**config.mk**
```make
export PLATFORM = sky130hd
export DESIGN_NAME = uart_word_tx
export DESIGN_NICKNAME = d
export VERILOG_FILES = /design/src/rtl/uart_word_tx.sv
export SDC_FILE = /design/constraint.sdc
export NUM_CORES = 1
export LEC_CHECK = 0
export ABC_AREA = 1
export ABC_CLOCK_PERIOD_IN_PS = 5700
export CAP_MARGIN = 20
export CORE_ASPECT_RATIO = 1.75
export CORE_UTILIZATION = 30
export DETAILED_ROUTE_END_ITERATION = 16
export GPL_TIMING_DRIVEN = 0
export PLACE_DENSITY = 0.54
export SKIP_LAST_GASP = 1
export SYNTH_ARGS = -nofsm -noshare
export SYNTH_HDL_FRONTEND = slang
export SYNTH_SLANG_ARGS = --single-unit
```
**constraint.sdc**
```tcl
create_clock -name clk -period 5.7 [get_ports clk]
set_input_delay 1.425 -clock clk [delete_from_list [all_inputs] [get_ports clk]]
set_output_delay 1.425 -clock clk [all_outputs]
set_load 0.1 [all_outputs]
```
**src/rtl/uart_word_tx.sv**
```systemverilog
// Word-oriented UART transmitter: 32-bit words are queued in a small FIFO and
// sent least-significant byte first as 8N1 frames on tx.
`timescale 1ns/1ps

module uart_word_tx #(
  parameter int CLK_FREQ     = 25000000,
  parameter int BIT_RATE     = 9600,
  parameter int PAYLOAD_BITS = 8,
  parameter int BUFFER_SIZE  = 8,
  parameter int WORD_SIZE_BY = 4
) (
  input  logic        clk,
  input  logic        reset,
  input  logic        write,
  input  logic [31:0] write_data,
  output logic        full,
  output logic        busy,
  output logic        overflow,
  output logic        tx
);

  localparam int CYCLES_PER_BIT = CLK_FREQ / BIT_RATE;
  localparam int AW = $clog2(BUFFER_SIZE);
  localparam int CW = $clog2(CYCLES_PER_BIT + 1);
  localparam int BW = $clog2(PAYLOAD_BITS + 1);
  localparam int YW = $clog2(WORD_SIZE_BY + 1);

  typedef enum logic [1:0] {IDLE, START, DATA, STOP} state_t;

  state_t          state, state_next;
  logic [31:0]     mem [BUFFER_SIZE];
  logic [AW:0]     wr_ptr, rd_ptr, wr_ptr_next, rd_ptr_next;
  logic            empty, push, pop, bit_end;
  logic            tx_next, busy_next, full_next;
  logic [CW-1:0]   cnt;
  logic [BW-1:0]   bit_idx;
  logic [YW-1:0]   byte_idx;
  logic [31:0]     shift;

  // full is the registered flag, so a pop in this cycle cannot admit this cycle's write.
  assign push    = write & ~full;
  assign empty   = (wr_ptr == rd_ptr);
  assign bit_end = (cnt == '0);

  assign wr_ptr_next = wr_ptr + (AW+1)'(push);
  assign rd_ptr_next = rd_ptr + (AW+1)'(pop);
  assign full_next   = (wr_ptr_next[AW] != rd_ptr_next[AW]) &&
                       (wr_ptr_next[AW-1:0] == rd_ptr_next[AW-1:0]);
  assign busy_next   = (state_next != IDLE) || !empty;

  always_ff @(posedge clk or negedge reset) begin
    // NOTE: all sequential state uses non-blocking assignment so every flop
    // samples pre-edge values regardless of process ordering.
    if (!reset) state <= IDLE;
    else        state <= state_next;
  end

  always_comb begin
    // NOTE: every output of this block gets a default first so no path leaves
    // a value unassigned and no latch is inferred.
    state_next = state;
    pop        = 1'b0;
    tx_next    = 1'b1;
    unique case (state)
      IDLE: begin
        if (!empty) begin
          pop        = 1'b1;
          state_next = START;
        end
      end
      START: begin
        tx_next = 1'b0;
        if (bit_end) state_next = DATA;
      end
      DATA: begin
        tx_next = shift[0];
        if (bit_end && bit_idx == BW'(PAYLOAD_BITS - 1)) state_next = STOP;
      end
      STOP: begin
        if (bit_end) begin
          if (byte_idx != YW'(WORD_SIZE_BY - 1)) begin
            state_next = START;
          end else if (!empty) begin
            pop        = 1'b1;
            state_next = START;
          end else begin
            state_next = IDLE;
          end
        end
      end
      default: state_next = IDLE;
    endcase
  end

  always_ff @(posedge clk) begin
    // NOTE: FIFO storage is deliberately not reset; the pointers alone define
    // which entries are valid.
    if (push) mem[wr_ptr[AW-1:0]] <= write_data;
  end

  always_ff @(posedge clk or negedge reset) begin
    if (!reset) begin
      wr_ptr   <= '0;
      rd_ptr   <= '0;
      full     <= 1'b0;
      busy     <= 1'b0;
      overflow <= 1'b0;
      tx       <= 1'b1;
      cnt      <= '0;
      bit_idx  <= '0;
      byte_idx <= '0;
      shift    <= '0;
    end else begin
      wr_ptr <= wr_ptr_next;
      rd_ptr <= rd_ptr_next;
      full   <= full_next;
      busy   <= busy_next;
      tx     <= tx_next;
      if (write && full) overflow <= 1'b1;

      if (pop) begin
        shift    <= mem[rd_ptr[AW-1:0]];
        byte_idx <= '0;
        cnt      <= CW'(CYCLES_PER_BIT - 1);
      end else if (state != IDLE) begin
        if (bit_end) begin
          cnt <= CW'(CYCLES_PER_BIT - 1);
          unique case (state)
            START: bit_idx <= '0;
            DATA: begin
              shift   <= shift >> 1;
              bit_idx <= bit_idx + BW'(1);
            end
            STOP:    byte_idx <= byte_idx + YW'(1);
            default: ;
          endcase
        end else begin
          cnt <= cnt - CW'(1);
        end
      end
    end
  end

endmodule

```
==> results.ini <==
[logic_synthesis]
synth_seq_cells=321
synth_edf_count=256
synth_ff_type=edfxtp_1
yosysSeqAreaShare_pct=70.0
ys_types=44
synth.net_count=1224
ys_warn_count=0
syn_area_um2=13300
synth_top_cell_area_share_pct=57.8
synth_area_leaders=edfxtp_1 58%, dfrtp_1 12%, nand2_1 8.5%
syn_inst=1177
postSynthAreaPerCell_um2=11.3
synthArstFlopShare_pct=20.2
yosysTopAreaCell=edfxtp_1

[grt]
grt_pass1_vias=8847
grt_pass1_wl_um=52300
antenna_found_initial=1
gr-usage-all-layers_pct=15.4
gr-total-overflow=0
grt_max_degree=66

[placement]
gp_congestion=0.808
dp_hpwl_um=23400
place_area_um2=14600
post-place-cells=1789
io_buffers=38

[setup_path]
critical-path-top-delay-family=buffers and inverters
crit_chain=clkdlybuf4s50_1
crit_slowest_cell=clkdlybuf4s50_1
crit_buf_inv=1
startpoint_type=register
critical_path.endpoint_type=output pin
critPathMaxStageDelay_ns=1.12
critPathArrivalTime_ns=2.18
cp.required_ns=4.28
path_max_fanout=1
critPathKind=register to output pin

[power_and_ir_drop]
powerDensity_nw_per_um2=532
p_leak_nw=5.91
ir_drop_uv=262
p_total_w=0.00835

[sta]
fmax_mhz=277
rsz0062_at_grt=false
slew-limit-headroom_pct=35.3
tightest_slew_ns=0.967
period_needed_ns=3.61
hold_viol_final=0
finalCritPeriodShare_pct=63.3
slew_violations=0
setup_violations=0
fin_tns_setup_ns=0
fin_skew_ns=0.0190

[clocking]
clkSlewWorstSetupHoldPaths_ns=0.06
cts-resized-gates=0
htreeDepth=1
cts_root_buf=clkbuf_16
clk_latency_ns=0.57
hold_buffers=0
cts_tree=yes
numCtsBuffers=29
post_cts_buffers=0
clock_sinks=321
cts_buffer_depth=3

[drt]
dr_total_vias=8762
first_iter_violations=548
viasPerCell=4.75
antenna_left=0
drcViolationCount=0
drt-pass1-iter-count=5
wl_um=34000
wl_per_cell_um=18.4

[layout]
area_growth_pct=18.0
layout_commonest_cell=nand2_1
drive_gt1_share_pct=9.55
final_cells=1843
fin_area_um2=15700
final_cell_mix=302 x nand2_1, 256 x edfxtp_1, 152 x nand3_1
final_util_pct=36.0
nets=1301
antenna_cells=0

[die]
fp.dieH_um=281
start_util_pct=30.5
core_area_um2=43600
io_pins=39
die_w_um=161
die_area_um2=45200
rows=101

[flow_run]
max_cap_viol_count=0

[hold_path]
hold_path_class=register to register

[outcome]
status=complete, no violations

[sequential cells by signal, indices dropped and copies added (netlist names), 2 cells and up]
signal    flops
cnt          12
state         2
rd_ptr        4
wr_ptr        4
shift        32
bit_idx       4
mem         256
byte_idx      3
[report_power, final]
part,internal [W],switching [W]
Sequential,0.00301,0.000179
Clock,0.00130,0.000875
Combinational,0.000841,0.00215
[cells by family (layout without fill, tap and decap cells)]
| kind of cell | count (synthesis) | after routing | synth area share (%) |
|---|---|---|---|
| muxes | 4 | 4 | 0.301 |
| DFF | 321 | 321 | 70.0 |
| xor gates and xnor gates | 6 | 6 | 0.395 |
| and+or+nand+nor | 594 | 594 | 19.5 |
| AOI/OAI and AO/OA | 91 | 91 | 3.95 |
| adders and majority gates | 12 | 12 | 1.13 |
| buffers and inverters | 149 | 249 | 4.72 |
[area by class of cell]
type	count	area (um2)
fillers	4291	27900
flip-flops and latches	321	9320
multi-input cells	707	3420
clock buffers	42	877
well taps	566	708
repair buffers	46	546
inverters	97	367
plain buffers	52	262
clock inverters	12	198
[Yosys cell counts, types with 2 or more instances]
cell type	number
clkbuf_1	25
edfxtp_1	256
mux2i_1	4
nor2_2	6
nor3_1	7
buf_4	3
ha_1	12
a21oi_1	20
o21ai_0	44
o221ai_1	3
xor2_1	4
inv_2	8
dfrtp_1	64
buf_2	14
o31ai_1	2
nand3_2	3
buf_1	5
nand2_1	302
o211ai_1	2
nand4_1	32
nor2_4	2
xnor2_1	2
o22ai_1	4
nand3_1	152
o211a_1	2
buf_6	5
nand2_2	8
o21ai_1	7
nor2_1	78
inv_1	87
[path summary, 6_finish.rpt]
kind	from	end	slack [ns]	depth (start not counted)
max	tx$_DFF_PN1_	tx	2.09	1
min	overflow$_DFFE_PN0P_	overflow$_DFFE_PN0P_	0.46	1
max reg2reg	rd_ptr[1]$_DFF_PN0_	shift[13]$_DFFE_PN0P_	3.17	8
min reg2reg	overflow$_DFFE_PN0P_	overflow$_DFFE_PN0P_	0.46	1
max in group asynchronous	reset	shift[26]$_DFFE_PN0P_	4.14	1
min in group asynchronous	reset	wr_ptr[3]$_DFF_PN0_	0.96	1
[metal layers]
metal	GRT usage [%]	up-vias	part of all wire (%)
met5	0	-	0.035
met4	8.18	2	5.0
met3	1.49	78	2.6
met2	29.8	167	56
met1	16.1	4317	36
li1	-	4198	-
[through the flow]
step                hold slack, ns  worst slack (ns)
floorplan                    0.452              2.19
global placement             0.438          -0.00987
detailed placement           0.452              2.01
CTS                          0.466              2.06
global route                 0.489              2.06
finish                       0.464              2.09
No activity file was read; power rests on OpenSTA's default activity.
==> patch 1 (same settings) <==
Put one more register stage on the output `tx`, without a reset. The value now appears one clock later. The other outputs are not delayed to match.
--- a/src/rtl/uart_word_tx.sv
+++ b/src/rtl/uart_word_tx.sv
@@ -28,2 +28,4 @@
   typedef enum logic [1:0] {IDLE, START, DATA, STOP} state_t;
+
+  logic tx_s0;
 
@@ -107,3 +109,3 @@
       overflow <= 1'b0;
-      tx       <= 1'b1;
+      tx_s0    <= 1'b1;
       cnt      <= '0;
@@ -117,3 +119,3 @@
       busy   <= busy_next;
-      tx     <= tx_next;
+      tx_s0  <= tx_next;
       if (write && full) overflow <= 1'b1;
@@ -143,2 +145,6 @@
 
+  always_ff @(posedge clk) begin
+    tx <= tx_s0;
+  end
+
 endmodule
Behaviour: not the same (Yosys sat finds a counterexample within 4 cycles, from zero or initial values and one cycle with reset low).
==> patch 1 against the original RTL <==
- count of clock-buffer cells in the layout shrank 8
- synthesized cell count is essentially flat
- wire length shrank 1.2%
- area after synthesis grew 0.15%
- final area is essentially flat
- worst setup slack gained 110 ps
- global-route usage shrank 0.16 points
- power shrank 0.64%
- via count shrank 0.96%
- sequential cell count grew 1
- register-to-register slack gained 50 ps
- critical path type unchanged
- largest power group unchanged
==> patch 1: results (changes against the original RTL) <==
[route]
vias_per_cell = 4.70  ; was 4.75
initialDrtViolationCount = 447  ; was 548
vias = 8678  ; was 8,762
dr.pass1.iters = 7  ; was 5
drt-total-wl_mm = 33.6  ; was 34.0 mm

[layout]
fillers = 4267  ; was 4,291
sh_seq_area_pct = 59.5  ; was 59.4%
seq_cells = 322  ; was 321
multi_input_area_share_pct = 21.8  ; about the same
drive_above_1_share_pct = 9.38  ; was 9.55%
nonClkBufAreaFrac_pct = 5.14  ; about the same
clkbuf_count = 34  ; was 42
multi_input_cells = 707  ; unchanged

[synth]
synth-compound-area-share_pct = 3.94  ; was 3.95%
synth_cell_types = 45  ; was 44
synthCells = 1178  ; was 1,177
ys_seq_area_share_pct = 70.1  ; was 70.0%
synthAdderAreaFrac_pct = 1.13  ; about the same
synth_area_leaders = edfxtp_1 58%, dfrtp_1 12%, nand2_1 8.5%  ; unchanged
synth_xor_area_share_pct = 0.394  ; was 0.395%
ys_top_cells_by_count = 302 x nand2_1, 256 x edfxtp_1, 152 x nand3_1  ; unchanged
synth_mux_area_share_pct = 0.300  ; was 0.301%

[pwr]
power_frac_seq_pct = 38.5  ; was 38.2%
p_switching_mw = 3.20  ; about the same
clkPwrFrac_pct = 25.7  ; was 26.0%
leakage_nw = 5.88  ; was 5.91 nW
peakVddDrop_mv = 0.232  ; was 0.262 mV
p_per_area_nw_per_um2 = 529  ; was 532 nW/µm²

[worst_setup_path]
rr_startpoint = cnt[0]  ; was rd_ptr[1]
rr_worst_depth = 16  ; was 8
cp_max_fo = 3  ; was 1
crit_end = full  ; was tx
worstSetupStartpoint = full  ; was tx
max_stage_delay_ps = 1140  ; was 1120 ps
reg2reg_to = full  ; was shift[13]

[timing]
period_share_pct = 61.4  ; was 63.3%
worstMarginPinSlew_ps = 963  ; was 967 ps
finalClockSkew_ps = 12.5  ; was 19.0 ps

[placed_design]
pre_cts_slack_ps = 2040  ; was 2010 ps
placed_cells = 1790  ; was 1,789

[grt]
grt_util_all_layers_pct = 15.3  ; was 15.4%
grt_pass1_vias = 8882  ; was 8,847
grt_pass1_wl_mm = 51.9  ; was 52.3 mm
grt_max_degree = 66  ; unchanged

[run_status]
outcome = finished clean  ; unchanged

[clock_tree]
htree_levels = 1  ; unchanged

==> patch 1: how the worst min path moves through the flow <==
stage / start / endpoint / slack (ps) / depth (start not counted)
3_5_place_dp: tx_s0 / tx / 390 / 0
5_1_grt: tx_s0 / tx / 410 / 0
4_1_cts: tx_s0 / tx / 400 / 0
6_report: tx_s0 / tx / 400 / 0
3_3_place_gp: tx_s0 / tx / 390 / 0
2_1_floorplan: tx_s0 / tx / 390 / 0
==> patch 1: cells by family after synthesis <==
kind of cell               count (synthesis)
and+or+nand+nor                          594
muxes                                      4
AOI/OAI and AO/OA                         91
buffers and inverters                    149
adders and majority gates                 12
DFF                                      322
xor gates and xnor gates                   6
==> patch 1: metal layers <==
layer  wire length (µm)  global-route usage, %  vias to the layer above
li1                   -                      -                     4190
met1              12300                   15.4                     4241
met5                  0                      0                        -
met3                937                   1.48                       63
met2              19100                   30.7                      184
met4               1290                   6.89                        0
==> patch 2 (same flow settings) <==
Made on the original files. Set the parameter `BIT_RATE` to 4800 (it was 9600).
--- a/src/rtl/uart_word_tx.sv
+++ b/src/rtl/uart_word_tx.sv
@@ -6,3 +6,3 @@
   parameter int CLK_FREQ     = 25000000,
-  parameter int BIT_RATE     = 9600,
+  parameter int BIT_RATE     = 4800,
   parameter int PAYLOAD_BITS = 8,
Formal check against the unedited RTL: no difference found for any inputs over 10 cycles, from zero or initial values and one cycle with reset low; that may be too few to reach the edited logic, so the function may still have changed.
==> patch 2 against the original RTL <==
- critical path type unchanged
- worst setup slack better by 4.3 ps
- wire length is 0.55% lower
- largest cell class unchanged
- sequential cell count is 1 higher
- first-iteration DRC count is 10% lower
- power is 6.2% lower
- final area is 0.97% lower
- area after synthesis hardly changed
- worst hold slack worse by 9.4 ps
- count of clock-buffer cells in the layout is 1 lower
==> patch 2: results (changes against the original RTL) <==
[grt]
grt_util_met1_pct = 15.5  ; was 16.1%
grt.met3_usage_pct = 1.43  ; was 1.49%
grt_pass1_vias = 8833  ; was 8,847
grt_max_degree = 58  ; was 66
grt_util_met2_pct = 30.7  ; was 29.8%
antenna_found_initial = 0  ; was 1
grt_util_all_layers_pct = 15.2  ; was 15.4%
grt_pass1_wl_mm = 51.5  ; was 52.3 mm

[timing]
worstMarginPinSlew_ps = 964  ; was 967 ps
finalClockSkew_ps = 9.80  ; was 19.0 ps

[placed_design]
post_dp_cell_area_um2 = 14700  ; was 14,600 µm²
place_congestion = 0.785  ; was 0.808
placed_cells = 1777  ; was 1,789
pre_cts_slack_ps = 1850  ; was 2010 ps
dpl.hpwl_mm = 23.6  ; was 23.4 mm

[synth]
synth_xor_area_share_pct = 0.461  ; was 0.395%
synth_cell_types = 41  ; was 44
synth_fp_nets = 1211  ; was 1,224
synth_area_leaders = edfxtp_1 58%, dfrtp_1 12%, nand2_1 8.4%  ; was edfxtp_1 58%, dfrtp_1 12%, nand2_1 8.5%
ys_seq_area_share_pct = 70.2  ; was 70.0%
syn_area_per_cell_um2 = 11.4  ; was 11.3 µm²
ys_top_cells_by_count = 299 x nand2_1, 256 x edfxtp_1, 150 x nand3_1  ; was 302 x nand2_1, 256 x edfxtp_1, 152 x nand3_1
synth-async-reset-ratio_pct = 20.5  ; was 20.2%
synth-compound-area-share_pct = 4.17  ; was 3.95%
synthAdderAreaFrac_pct = 1.13  ; about the same
synth_mux_area_share_pct = 0.226  ; was 0.301%

[route]
wl_per_cell_um = 18.5  ; was 18.4 µm
dr.max_layer_used = met4  ; was met5
wl_met3_um = 895  ; was 890 µm
vias = 8698  ; was 8,762
vias_per_cell = 4.76  ; was 4.75
wl_met1_mm = 12.5  ; was 12.4 mm
initialDrtViolationCount = 493  ; was 548
dr_wl_met2_mm = 19.2  ; was 19.0 mm

[run_status]
outcome = finished clean  ; unchanged

[pwr]
peakVddDrop_mv = 0.230  ; was 0.262 mV
leakage_nw = 5.82  ; was 5.91 nW
internal-power_mw = 4.82  ; was 5.15 mW

[layout]
nNetsFinal = 1288  ; was 1,301
drive_above_1_share_pct = 8.32  ; was 9.55%
fillers = 4242  ; was 4,291

[worst_setup_path]
cp_max_fo = 1  ; unchanged
rr_worst_depth = 16  ; was 8

[clock_tree]
cts_buffers = 28  ; was 29
clkTransAtPathRegs_ps = 60  ; about the same

patch 2: area by class of cell:
cell class              count  area, µm²  area share, %
multi-input cells         695       3410           21.9
clock inverters            10        101          0.652
repair buffers             47        603           3.88
plain buffers              54        259           1.67
well taps                 566        708           4.56
clock buffers              41        771           4.96
inverters                  93        349           2.25
flip-flops and latches    322       9340           60.1
patch 2: power by group through the flow:
stage,sequential [mW],combinational (mW),clock [mW]
after floorplan,3.28,1.64,0
after global placement,3.27,2.68,0
after detailed placement,3.25,2.83,0
after CTS,3.20,2.83,1.89
after global routing,3.24,3.06,1.96
final,3.20,2.78,1.85
patch 2: path summary, 6_finish.rpt:
check	from	endpoint	slack, ps
worst min register to register	overflow	overflow	450
worst min-delay path	overflow	overflow	450
min in group asynchronous	reset	wr_ptr[2]	710
worst max register to register	cnt[0]	full	3210
worst max-delay path	tx	tx	2090
max in group asynchronous	reset	tx	4440
